**src/rtl/dp_ram_arbiter_if.sv**
```systemverilog
// Requester command/response bus and dp_ram port bundle for dp_ram_arbiter.
// The slave modport is the arbiter's view. The master modport is the requesters and the RAM.
interface dp_ram_arbiter_if #(
    parameter int unsigned NUM_REQ    = 4,
    parameter int unsigned RAM_DEPTH  = 512,
    parameter int unsigned DATA_WIDTH = 32
);
    localparam int unsigned ADDR_WIDTH = $clog2(RAM_DEPTH);
    localparam int unsigned WREN_WIDTH = (DATA_WIDTH + 7) / 8;

    logic [NUM_REQ-1:0]            reqValidIn;
    logic [NUM_REQ-1:0]            reqWrIn;
    logic [NUM_REQ*ADDR_WIDTH-1:0] reqAddrIn;
    logic [NUM_REQ*WREN_WIDTH-1:0] reqWrEnIn;
    logic [NUM_REQ*DATA_WIDTH-1:0] reqWrDataIn;
    logic [NUM_REQ-1:0]            reqReadyOut;
    logic [DATA_WIDTH-1:0]         rspDataOut;
    logic [NUM_REQ-1:0]            rspAckOut;
    logic [ADDR_WIDTH-1:0]         ramAddrOut;
    logic [WREN_WIDTH-1:0]         ramWrEnOut;
    logic [DATA_WIDTH-1:0]         ramWrDataOut;
    logic                          ramRdEnOut;
    logic [DATA_WIDTH-1:0]         ramRdDataIn;
    logic                          ramRdAckIn;
    logic                          errOut;

    modport slave (
        input  reqValidIn, reqWrIn, reqAddrIn, reqWrEnIn, reqWrDataIn, ramRdDataIn, ramRdAckIn,
        output reqReadyOut, rspDataOut, rspAckOut, ramAddrOut, ramWrEnOut, ramWrDataOut,
               ramRdEnOut, errOut
    );

    modport master (
        output reqValidIn, reqWrIn, reqAddrIn, reqWrEnIn, reqWrDataIn, ramRdDataIn, ramRdAckIn,
        input  reqReadyOut, rspDataOut, rspAckOut, ramAddrOut, ramWrEnOut, ramWrDataOut,
               ramRdEnOut, errOut
    );
endinterface

```
**src/rtl/dp_ram_arbiter.sv**
```systemverilog
// Round-robin arbiter sharing one dp_ram port among NUM_REQ requesters.
// Commands are issued registered, and read data returns in order through a requester-id tag pipe.
module dp_ram_arbiter #(
    parameter int unsigned NUM_REQ    = 4,
    parameter int unsigned RAM_DEPTH  = 512,
    parameter int unsigned DATA_WIDTH = 32,
    parameter int unsigned RD_LATENCY = 1
) (
    input logic            clkIn,
    input logic            rstIn,
    dp_ram_arbiter_if.slave bus
);
    localparam int unsigned ADDR_WIDTH = $clog2(RAM_DEPTH);
    localparam int unsigned WREN_WIDTH = (DATA_WIDTH + 7) / 8;
    localparam int unsigned ID_WIDTH   = $clog2(NUM_REQ);

    typedef struct packed {
        logic                valid;
        logic [ID_WIDTH-1:0] id;
    } tag_t;

    logic [ID_WIDTH-1:0]   ptr;
    logic [ID_WIDTH-1:0]   grantId;
    logic [ID_WIDTH-1:0]   issueId;
    logic                  grantValid;
    logic [NUM_REQ-1:0]    grant;
    int unsigned           cand;
    logic [ADDR_WIDTH-1:0] addrArr [NUM_REQ];
    logic [WREN_WIDTH-1:0] wrEnArr [NUM_REQ];
    logic [DATA_WIDTH-1:0] dataArr [NUM_REQ];
    tag_t                  tagPipe [RD_LATENCY];
    tag_t                  head;

    for (genvar g = 0; g < NUM_REQ; g++) begin : gSplit
        assign addrArr[g] = bus.reqAddrIn[g*ADDR_WIDTH +: ADDR_WIDTH];
        assign wrEnArr[g] = bus.reqWrEnIn[g*WREN_WIDTH +: WREN_WIDTH];
        assign dataArr[g] = bus.reqWrDataIn[g*DATA_WIDTH +: DATA_WIDTH];
    end

    // First valid requester at or above ptr, wrapping around.
    always_comb begin
        grantValid = 1'b0;
        grantId    = '0;
        cand       = 0;
        for (int unsigned k = 0; k < NUM_REQ; k++) begin
            cand = (32'(ptr) + k) % NUM_REQ;
            if (!grantValid && bus.reqValidIn[ID_WIDTH'(cand)]) begin
                grantValid = 1'b1;
                grantId    = ID_WIDTH'(cand);
            end
        end
    end

    always_comb begin
        grant = '0;
        if (grantValid && !rstIn) grant[grantId] = 1'b1;
    end

    assign bus.reqReadyOut = grant;
    assign head            = tagPipe[RD_LATENCY-1];

    always_ff @(posedge clkIn or posedge rstIn) begin
        if (rstIn) begin
            ptr              <= '0;
            issueId          <= '0;
            bus.ramAddrOut   <= '0;
            bus.ramWrEnOut   <= '0;
            bus.ramWrDataOut <= '0;
            bus.ramRdEnOut   <= 1'b0;
        end else begin
            bus.ramWrEnOut <= '0;
            bus.ramRdEnOut <= 1'b0;
            if (grantValid) begin
                ptr              <= (grantId == ID_WIDTH'(NUM_REQ - 1)) ? '0 : grantId + 1'b1;
                issueId          <= grantId;
                bus.ramAddrOut   <= addrArr[grantId];
                bus.ramWrDataOut <= dataArr[grantId];
                if (bus.reqWrIn[grantId]) bus.ramWrEnOut <= wrEnArr[grantId];
                else                      bus.ramRdEnOut <= 1'b1;
            end
        end
    end

    // Tags enter alongside ramRdEnOut so the head lines up with the RAM's ack.
    always_ff @(posedge clkIn or posedge rstIn) begin
        if (rstIn) begin
            for (int unsigned k = 0; k < RD_LATENCY; k++) tagPipe[k] <= '0;
        end else begin
            tagPipe[0] <= '{valid: bus.ramRdEnOut, id: issueId};
            for (int unsigned k = 1; k < RD_LATENCY; k++) tagPipe[k] <= tagPipe[k-1];
        end
    end

    always_ff @(posedge clkIn or posedge rstIn) begin
        if (rstIn) begin
            bus.rspAckOut  <= '0;
            bus.rspDataOut <= '0;
            bus.errOut     <= 1'b0;
        end else begin
            bus.rspAckOut <= '0;
            if (head.valid && bus.ramRdAckIn) begin
                bus.rspAckOut[head.id] <= 1'b1;
                bus.rspDataOut         <= bus.ramRdDataIn;
            end else if (head.valid || bus.ramRdAckIn) begin
                bus.errOut <= 1'b1;
            end
        end
    end
endmodule
```
**src/flat_wrapper.sv**
```systemverilog
// flat-port wrapper written by rule: the top's interface ports become plain ports
module dp_ram_arbiter_flat 
#(
    parameter int unsigned NUM_REQ    = 4,
    parameter int unsigned RAM_DEPTH  = 512,
    parameter int unsigned DATA_WIDTH = 32,
    parameter int unsigned RD_LATENCY = 1
)
  (clkIn, rstIn, bus_reqValidIn, bus_reqWrIn, bus_reqAddrIn, bus_reqWrEnIn, bus_reqWrDataIn, bus_ramRdDataIn, bus_ramRdAckIn, bus_reqReadyOut, bus_rspDataOut, bus_rspAckOut, bus_ramAddrOut, bus_ramWrEnOut, bus_ramWrDataOut, bus_ramRdEnOut, bus_errOut);
  dp_ram_arbiter_if #(.NUM_REQ(NUM_REQ), .RAM_DEPTH(RAM_DEPTH), .DATA_WIDTH(DATA_WIDTH)) bus_i ();
  input logic clkIn;
  input logic rstIn;
  input wire logic [$bits(bus_i.reqValidIn)-1:0] bus_reqValidIn;
  input wire logic [$bits(bus_i.reqWrIn)-1:0] bus_reqWrIn;
  input wire logic [$bits(bus_i.reqAddrIn)-1:0] bus_reqAddrIn;
  input wire logic [$bits(bus_i.reqWrEnIn)-1:0] bus_reqWrEnIn;
  input wire logic [$bits(bus_i.reqWrDataIn)-1:0] bus_reqWrDataIn;
  input wire logic [$bits(bus_i.ramRdDataIn)-1:0] bus_ramRdDataIn;
  input wire logic [$bits(bus_i.ramRdAckIn)-1:0] bus_ramRdAckIn;
  output wire logic [$bits(bus_i.reqReadyOut)-1:0] bus_reqReadyOut;
  output wire logic [$bits(bus_i.rspDataOut)-1:0] bus_rspDataOut;
  output wire logic [$bits(bus_i.rspAckOut)-1:0] bus_rspAckOut;
  output wire logic [$bits(bus_i.ramAddrOut)-1:0] bus_ramAddrOut;
  output wire logic [$bits(bus_i.ramWrEnOut)-1:0] bus_ramWrEnOut;
  output wire logic [$bits(bus_i.ramWrDataOut)-1:0] bus_ramWrDataOut;
  output wire logic [$bits(bus_i.ramRdEnOut)-1:0] bus_ramRdEnOut;
  output wire logic [$bits(bus_i.errOut)-1:0] bus_errOut;
  assign bus_i.reqValidIn = bus_reqValidIn;
  assign bus_i.reqWrIn = bus_reqWrIn;
  assign bus_i.reqAddrIn = bus_reqAddrIn;
  assign bus_i.reqWrEnIn = bus_reqWrEnIn;
  assign bus_i.reqWrDataIn = bus_reqWrDataIn;
  assign bus_i.ramRdDataIn = bus_ramRdDataIn;
  assign bus_i.ramRdAckIn = bus_ramRdAckIn;
  assign bus_reqReadyOut = bus_i.reqReadyOut;
  assign bus_rspDataOut = bus_i.rspDataOut;
  assign bus_rspAckOut = bus_i.rspAckOut;
  assign bus_ramAddrOut = bus_i.ramAddrOut;
  assign bus_ramWrEnOut = bus_i.ramWrEnOut;
  assign bus_ramWrDataOut = bus_i.ramWrDataOut;
  assign bus_ramRdEnOut = bus_i.ramRdEnOut;
  assign bus_errOut = bus_i.errOut;
  dp_ram_arbiter #(.NUM_REQ(NUM_REQ), .RAM_DEPTH(RAM_DEPTH), .DATA_WIDTH(DATA_WIDTH), .RD_LATENCY(RD_LATENCY)) u_core (.clkIn(clkIn), .rstIn(rstIn), .bus(bus_i));
endmodule
```
**config.mk**
```make
export PLATFORM = sky130hd
export DESIGN_NAME = dp_ram_arbiter_flat
export DESIGN_NICKNAME = d
export VERILOG_FILES = /design/src/rtl/dp_ram_arbiter_if.sv /design/src/rtl/dp_ram_arbiter.sv /design/src/flat_wrapper.sv
export SDC_FILE = /design/constraint.sdc
export NUM_CORES = 1
export LEC_CHECK = 0
export CORE_MARGIN = 4
export CORE_UTILIZATION = 32
export CTS_CLUSTER_DIAMETER = 30
export DETAILED_ROUTE_END_ITERATION = 10
export PLACE_DENSITY = 0.85
export RECOVER_POWER = 50
export SYNTH_ARGS = -nofsm -noshare
export SYNTH_HDL_FRONTEND = slang
export SYNTH_SLANG_ARGS = --single-unit
```
**constraint.sdc**
```tcl
create_clock -name clkIn -period 3.2 [get_ports clkIn]
set_input_delay 0.48 -clock clkIn [delete_from_list [all_inputs] [get_ports clkIn]]
set_output_delay 0.48 -clock clkIn [all_outputs]
set_load 0.03 [all_outputs]
```
# Yosys cells after proc, flatten, opt, wreduce, memory -nomap -nowiden

Cells that the tools add are included.

Add/subtract/negate cells: 4
Multipliers: 0
Divide/modulo/power cells: 0
Order comparisons: 9
Equal/unequal tests: 1
Shifts and indexed selects: 0
Mux-type cells: 38
Bitwise gates (word level): 2
Reduce and logical (&&, ||, !) cells: 13

Operators by type and width:

| kind                  | count |
|---|---|
| $bmux W32 S2          | 1 |
| $mux W32              | 2 |
| $mux W4               | 6 |
| $bmux W9 S2           | 1 |
| $lt A2 B3 Y1 const B  | 6 |
| $mux W9               | 2 |
| $mux W1               | 13 |
| $bmux W1 S2           | 5 |
| $mux W2               | 5 |
| $bmux W4 S2           | 1 |
| $logic_and A1 B1 Y1   | 7 |
| $add A2 B1 Y2 const B | 2 |
| $add A2 B2 Y2 const B | 2 |
| $demux W1 S2          | 2 |
| $ge A2 B1 Y1 const B  | 2 |
| $logic_not A1 Y1      | 4 |
| $ge A3 B3 Y1 const B  | 1 |
| $not A2 Y3            | 1 |
| $eq A2 B2 Y1 const B  | 1 |
| $reduce_and A2 Y1     | 1 |
| $logic_or A1 B1 Y1    | 1 |
| $not A1 Y1            | 1 |

Register bits after elaboration: 90
Latch bits: 0
Memory bits (writable): 0
Bits in read-only memories: 0
Logic and storage cells: 78
Memories kept: 0

# Logic depth before layout (Yosys ltp)

Word-level depth: 18
Gate-level depth with buffers: 9
Gate-level depth less buffers: 6

# Worst setup path before layout

No wires, ideal clock.

Path type: input to output
From: input port rstIn
To: output port bus_reqReadyOut[2]
Arrival time: 2,965 ps
Slack: -245 ps
Stages on the path: 2
Buffers on the path: 0
Cells stage by stage: inv_1 > and3_1

Longest elaborated chain between the ends: 3

RTL lines:

| what                | RTL line             | text |
|---|---|---|
| from (decl)         | flat_wrapper.sv:12   | `input logic rstIn;` |
| $logic_not A1 Y1    | dp_ram_arbiter.sv:56 | `if (grantValid && !rstIn) grant[grantId] = 1'b1;` |
| $logic_and A1 B1 Y1 | dp_ram_arbiter.sv:56 |  |
| $mux W4             | dp_ram_arbiter.sv:56 |  |
| to (decl)           | flat_wrapper.sv:20   | `output wire logic [$bits(bus_i.reqReadyOut)-1:0] bus_reqReadyOut;` |

Every way passes these cells.

# Worst setup path in the final report

From: input port bus_reqValidIn[1]
To: output port bus_reqReadyOut[0]

Longest elaborated chain between the ends: 17

RTL lines:

| what                                                                      | RTL line             | text |
|---|---|---|
| from (decl)                                                               | flat_wrapper.sv:13   | `input wire logic [$bits(bus_i.reqValidIn)-1:0] bus_reqValidIn;` |
| $bmux W1 S2                                                               | dp_ram_arbiter.sv:47 | `if (!grantValid && bus.reqValidIn[ID_WIDTH'(cand)]) begin` |
| $mux W1 (not written as such)                                             | dp_ram_arbiter.sv:47 |  |
| $mux W1                                                                   | dp_ram_arbiter.sv:47 |  |
| $logic_not A1 Y1                                                          | dp_ram_arbiter.sv:47 |  |
| $logic_and A1 B1 Y1                                                       | dp_ram_arbiter.sv:47 |  |
| $mux W1                                                                   | dp_ram_arbiter.sv:47 |  |
| $logic_not A1 Y1                                                          | dp_ram_arbiter.sv:47 |  |
| $logic_and A1 B1 Y1                                                       | dp_ram_arbiter.sv:47 |  |
| $mux W1                                                                   | dp_ram_arbiter.sv:47 |  |
| $logic_not A1 Y1                                                          | dp_ram_arbiter.sv:47 |  |
| $logic_and A1 B1 Y1                                                       | dp_ram_arbiter.sv:47 |  |
| $mux W2                                                                   | dp_ram_arbiter.sv:47 |  |
| $lt A2 B3 Y1 (not written as such) / $ge A2 B1 Y1 (equally long branches) | dp_ram_arbiter.sv:56 |  |
| $logic_and A1 B1 Y1 (not written as such)                                 | dp_ram_arbiter.sv:56 |  |
| $mux W1 (not written as such)                                             | dp_ram_arbiter.sv:56 |  |
| $demux W1 S2                                                              | n/a                  |  |
| $mux W4 (*)                                                               | dp_ram_arbiter.sv:56 |  |

Every way passes the cells marked *; elsewhere a longest branch is shown, timed or not. The select of a mux whose other input is x is not followed.

==> reports/metrics.json <==
{
  "status": {
    "result_of_the_run": "finished, violations left",
    "violations": "max-capacitance violations, max-slew violations"
  },
  "placed_design": {
    "place_area_sq_um": 7896,
    "routabilityCongestion": 0.9022,
    "io_buffers": 309,
    "dp.final_hpwl_um": 13160
  },
  "synthesis": {
    "synth_seq_area_share": 0.4942,
    "cell_taking_the_most_area_after_synthesis": "sky130_fd_sc_hd__dfrtp_1",
    "yosys_warnings": 0,
    "synth.top_cell.area_share": 0.4942,
    "synthesis.area_sq_um": 4557,
    "post_synth.cell_area_avg_sq_um": 11.09,
    "syn-instance-count": 411,
    "postSynthNetCount": 639,
    "yosys-top-cells-area": "sky130_fd_sc_hd__dfrtp_1, sky130_fd_sc_hd__mux2i_1, sky130_fd_sc_hd__mux2_2",
    "synth.lib_cells_used.distinct": 36,
    "synth-main-ff-cell": "sky130_fd_sc_hd__dfrtp_1",
    "synth_edf_count": 0,
    "synthArstFlopShare": 1.000,
    "ys_seq_elements": 90
  },
  "critical_path": {
    "timing.rr.start": "u_core.ptr[0]",
    "worst_r2r_endpoint": "u_core.bus.ramWrDataOut[31]",
    "worst-endpoint-arrival_ns": 2.63,
    "crit_start": "bus_reqValidIn[1]",
    "setup.reg_to_reg.worst_slack_ns": 0.60,
    "setup.worst_path.end_class": "output pin",
    "worst_r2r_path_depth": 8,
    "path_max_fanout": 52,
    "worst_setup_path_start_kind": "primary input",
    "worst_endpoint_required_time_ns": 2.72,
    "cp-endpoint": "bus_reqReadyOut[0]",
    "timing_worst_setup_path_type": "primary input to output pin"
  },
  "routing": {
    "detail_route.iter0.violations": 240,
    "drt-met1-wl_um": 6296,
    "detail_route.wirelength_um": 16670,
    "antenna_left": 0,
    "via_per_inst": 5.116,
    "met2_wirelength_um": 8361,
    "met3_length_um": 1396,
    "drtPass1Iterations": 4,
    "detail_route.drc_violations": 0,
    "drt_wl_cell_um": 18.44,
    "routed.top_layer": "met4",
    "via_count": 4625
  },
  "floorplan": {
    "pin_count": 310,
    "die-area_sq_um": 16210,
    "chipHeight_um": 127.3,
    "die_x_um": 127.3,
    "core_area_sq_um": 13930,
    "fp_rows": 43,
    "initial_core_util": 0.3270
  },
  "clock_network": {
    "worst_setup_hold_path_clk_slew_ns": 0.07,
    "cts_root_buf": "sky130_fd_sc_hd__clkbuf_16",
    "htree_num_levels": 3,
    "clkSinkCount": 90,
    "cts.path.max_buffers": 2,
    "clock_insertion_delay_worst_skew_ns": 0.34,
    "cts_inserted_buffers": 9,
    "cts_tree": "yes"
  },
  "timing": {
    "report.final.setup_viol": 0,
    "maxClockFrequency_ghz": 0.3212,
    "timing.clock.skew_ns": 0.006914,
    "period_share": 0.9730,
    "final_max_slew_viol_count": 37,
    "timing_worst_slew_pin_value_ns": 1.815,
    "hold_viol_final": 0,
    "setup_repair_after_global_routing_missed_its_margin": "no",
    "slew-limit-headroom": -0.2102,
    "layout_min_cycle_time_ns": 3.114
  },
  "global_route": {
    "grtUsageTotal": 0.2006,
    "first_global_vias": 5010,
    "first_pass_grt_wire_length_um": 25940,
    "grt_remaining_overflow": 0,
    "grt_start_max_net_pins": 62,
    "number_of_antenna_violations_at_the_first_check_in_global_routing": 0
  },
  "final_layout": {
    "final_area_sq_um": 8244,
    "areaGrowthSynthToFinish_pct": 80.92,
    "antenna_cells": 0,
    "layout_common_cells": "sky130_fd_sc_hd__clkdlybuf4s50_1, sky130_fd_sc_hd__dfrtp_1, sky130_fd_sc_hd__mux2i_1",
    "layout_commonest_cell": "sky130_fd_sc_hd__clkdlybuf4s50_1",
    "share_of_post_route_cells_with_drive_strength_above_1": 0.1119,
    "final_core_util": 0.5916,
    "final_net_count": 947
  },
  "min_path": {
    "worstHoldPathType": "flip-flop to flip-flop"
  },
  "power": {
    "cellLeakagePower_nw": 3.502,
    "irDropWorstVdd_v": 0.0004925,
    "post-layout-total-power_mw": 7.435,
    "power_per_cell_area_nw_per_um2": 901.9
  },
  "job": {
    "count_of_maximum_capacitance_violations": 1
  }
}
-- power by group --
part | switching (mW) | internal, mW | leakage, nW
combinational | 2.31 | 1.90 | 2.26
sequential | 0.313 | 1.69 | 1.07
clock | 0.456 | 0.771 | 0.171
-- per-layer routing --
layer,vias to the layer above,GRT usage
met1,2170,0.2382
met3,50,0.04849
met2,252,0.3404
met4,0,0.09716
met5,-,0
li1,2153,-
-- what timing repair did --
action                     in CTS  in global routing
hold endpoints to repair        0                  0
buffers inserted                0                  0
hold buffers                    0                  0
setup endpoints to repair       0                  8
resized for setup               0                  3
-- layout make-up --
class,count,area (sq um)
clock inverter,7,121.4
fill,1121,5690
clock buffer,9,225.2
timing repair buffer,329,3252
multi-input combinational,285,2150
sequential,90,2252
tap,180,225.2
inverter,4,18.77
-- worst max-delay path, cell delays in order --
cell                              delay, ns
sky130_fd_sc_hd__clkdlybuf4s50_1       0.55
sky130_fd_sc_hd__nor2_1                0.10
sky130_fd_sc_hd__or4_4                 0.52
sky130_fd_sc_hd__nand2_2               0.13
sky130_fd_sc_hd__inv_4                 0.04
sky130_fd_sc_hd__buf_6                 0.23
sky130_fd_sc_hd__ha_1                  0.23
sky130_fd_sc_hd__and3_1                0.17
sky130_fd_sc_hd__buf_12                0.15
-- worst min path at each step --
| stage | startpoint | end | slack (ns) | depth (start not counted) |
|---|---|---|---|---|
| 2_1_floorplan | u_core.issueId[0] | u_core.head[0] | 0.35 | 0 |
| 3_3_place_gp | u_core.issueId[1] | u_core.head[1] | 0.36 | 0 |
| 3_5_place_dp | u_core.issueId[1] | u_core.head[1] | 0.37 | 0 |
| 4_1_cts | u_core.issueId[1] | u_core.head[1] | 0.39 | 0 |
| 5_1_grt | u_core.issueId[1] | u_core.head[1] | 0.39 | 0 |
| 6_report | u_core.issueId[1] | u_core.head[1] | 0.38 | 0 |
-- stage by stage --
step                hold slack [ns]  TNS, ns  setup slack [ns]  instances
floorplan                    0.3535        0            0.3330        411
global placement             0.3634        0           0.03847        888
detailed placement           0.3698   -1.928           -0.1404        888
CTS                          0.3851        0          0.002602        904
global route                 0.3940        0          0.004313        904
finish                       0.3801        0           0.08633        904
-- cells in the mapped netlist, drive strengths merged, types with 5 or more instances --
library cell	instances
a21oi	23
a221oi	18
a32oi	5
and3	5
buf	19
clkbuf	13
dfrtp	90
ha	5
mux2	32
mux2i	60
nand2	50
nand3	9
nor2	22
o211ai	9
o221ai	19
-- cells by family after synthesis --
| group | after synthesis | synth area share |
|---|---|---|
| simple gates | 102 | 0.1032 |
| mux | 92 | 0.2109 |
| flops | 90 | 0.4942 |
| compound gates | 86 | 0.1406 |
| buf+inv | 36 | 0.03734 |
| fa+ha+maj | 5 | 0.01373 |
-- registers in the layout (all words and copies together) (netlist names) --
register and cells:
u_core.bus.rspDataOut 32, u_core.issueId 2, u_core.bus.rspAckOut 4, u_core.bus.ramRdEnOut 1, u_core.bus.ramWrDataOut 32, u_core.bus.ramAddrOut 9, u_core.bus.errOut 1, u_core.bus.ramWrEnOut 4
u_core.ptr 2, u_core.head 3
No activity file was read; power rests on OpenSTA's default activity.
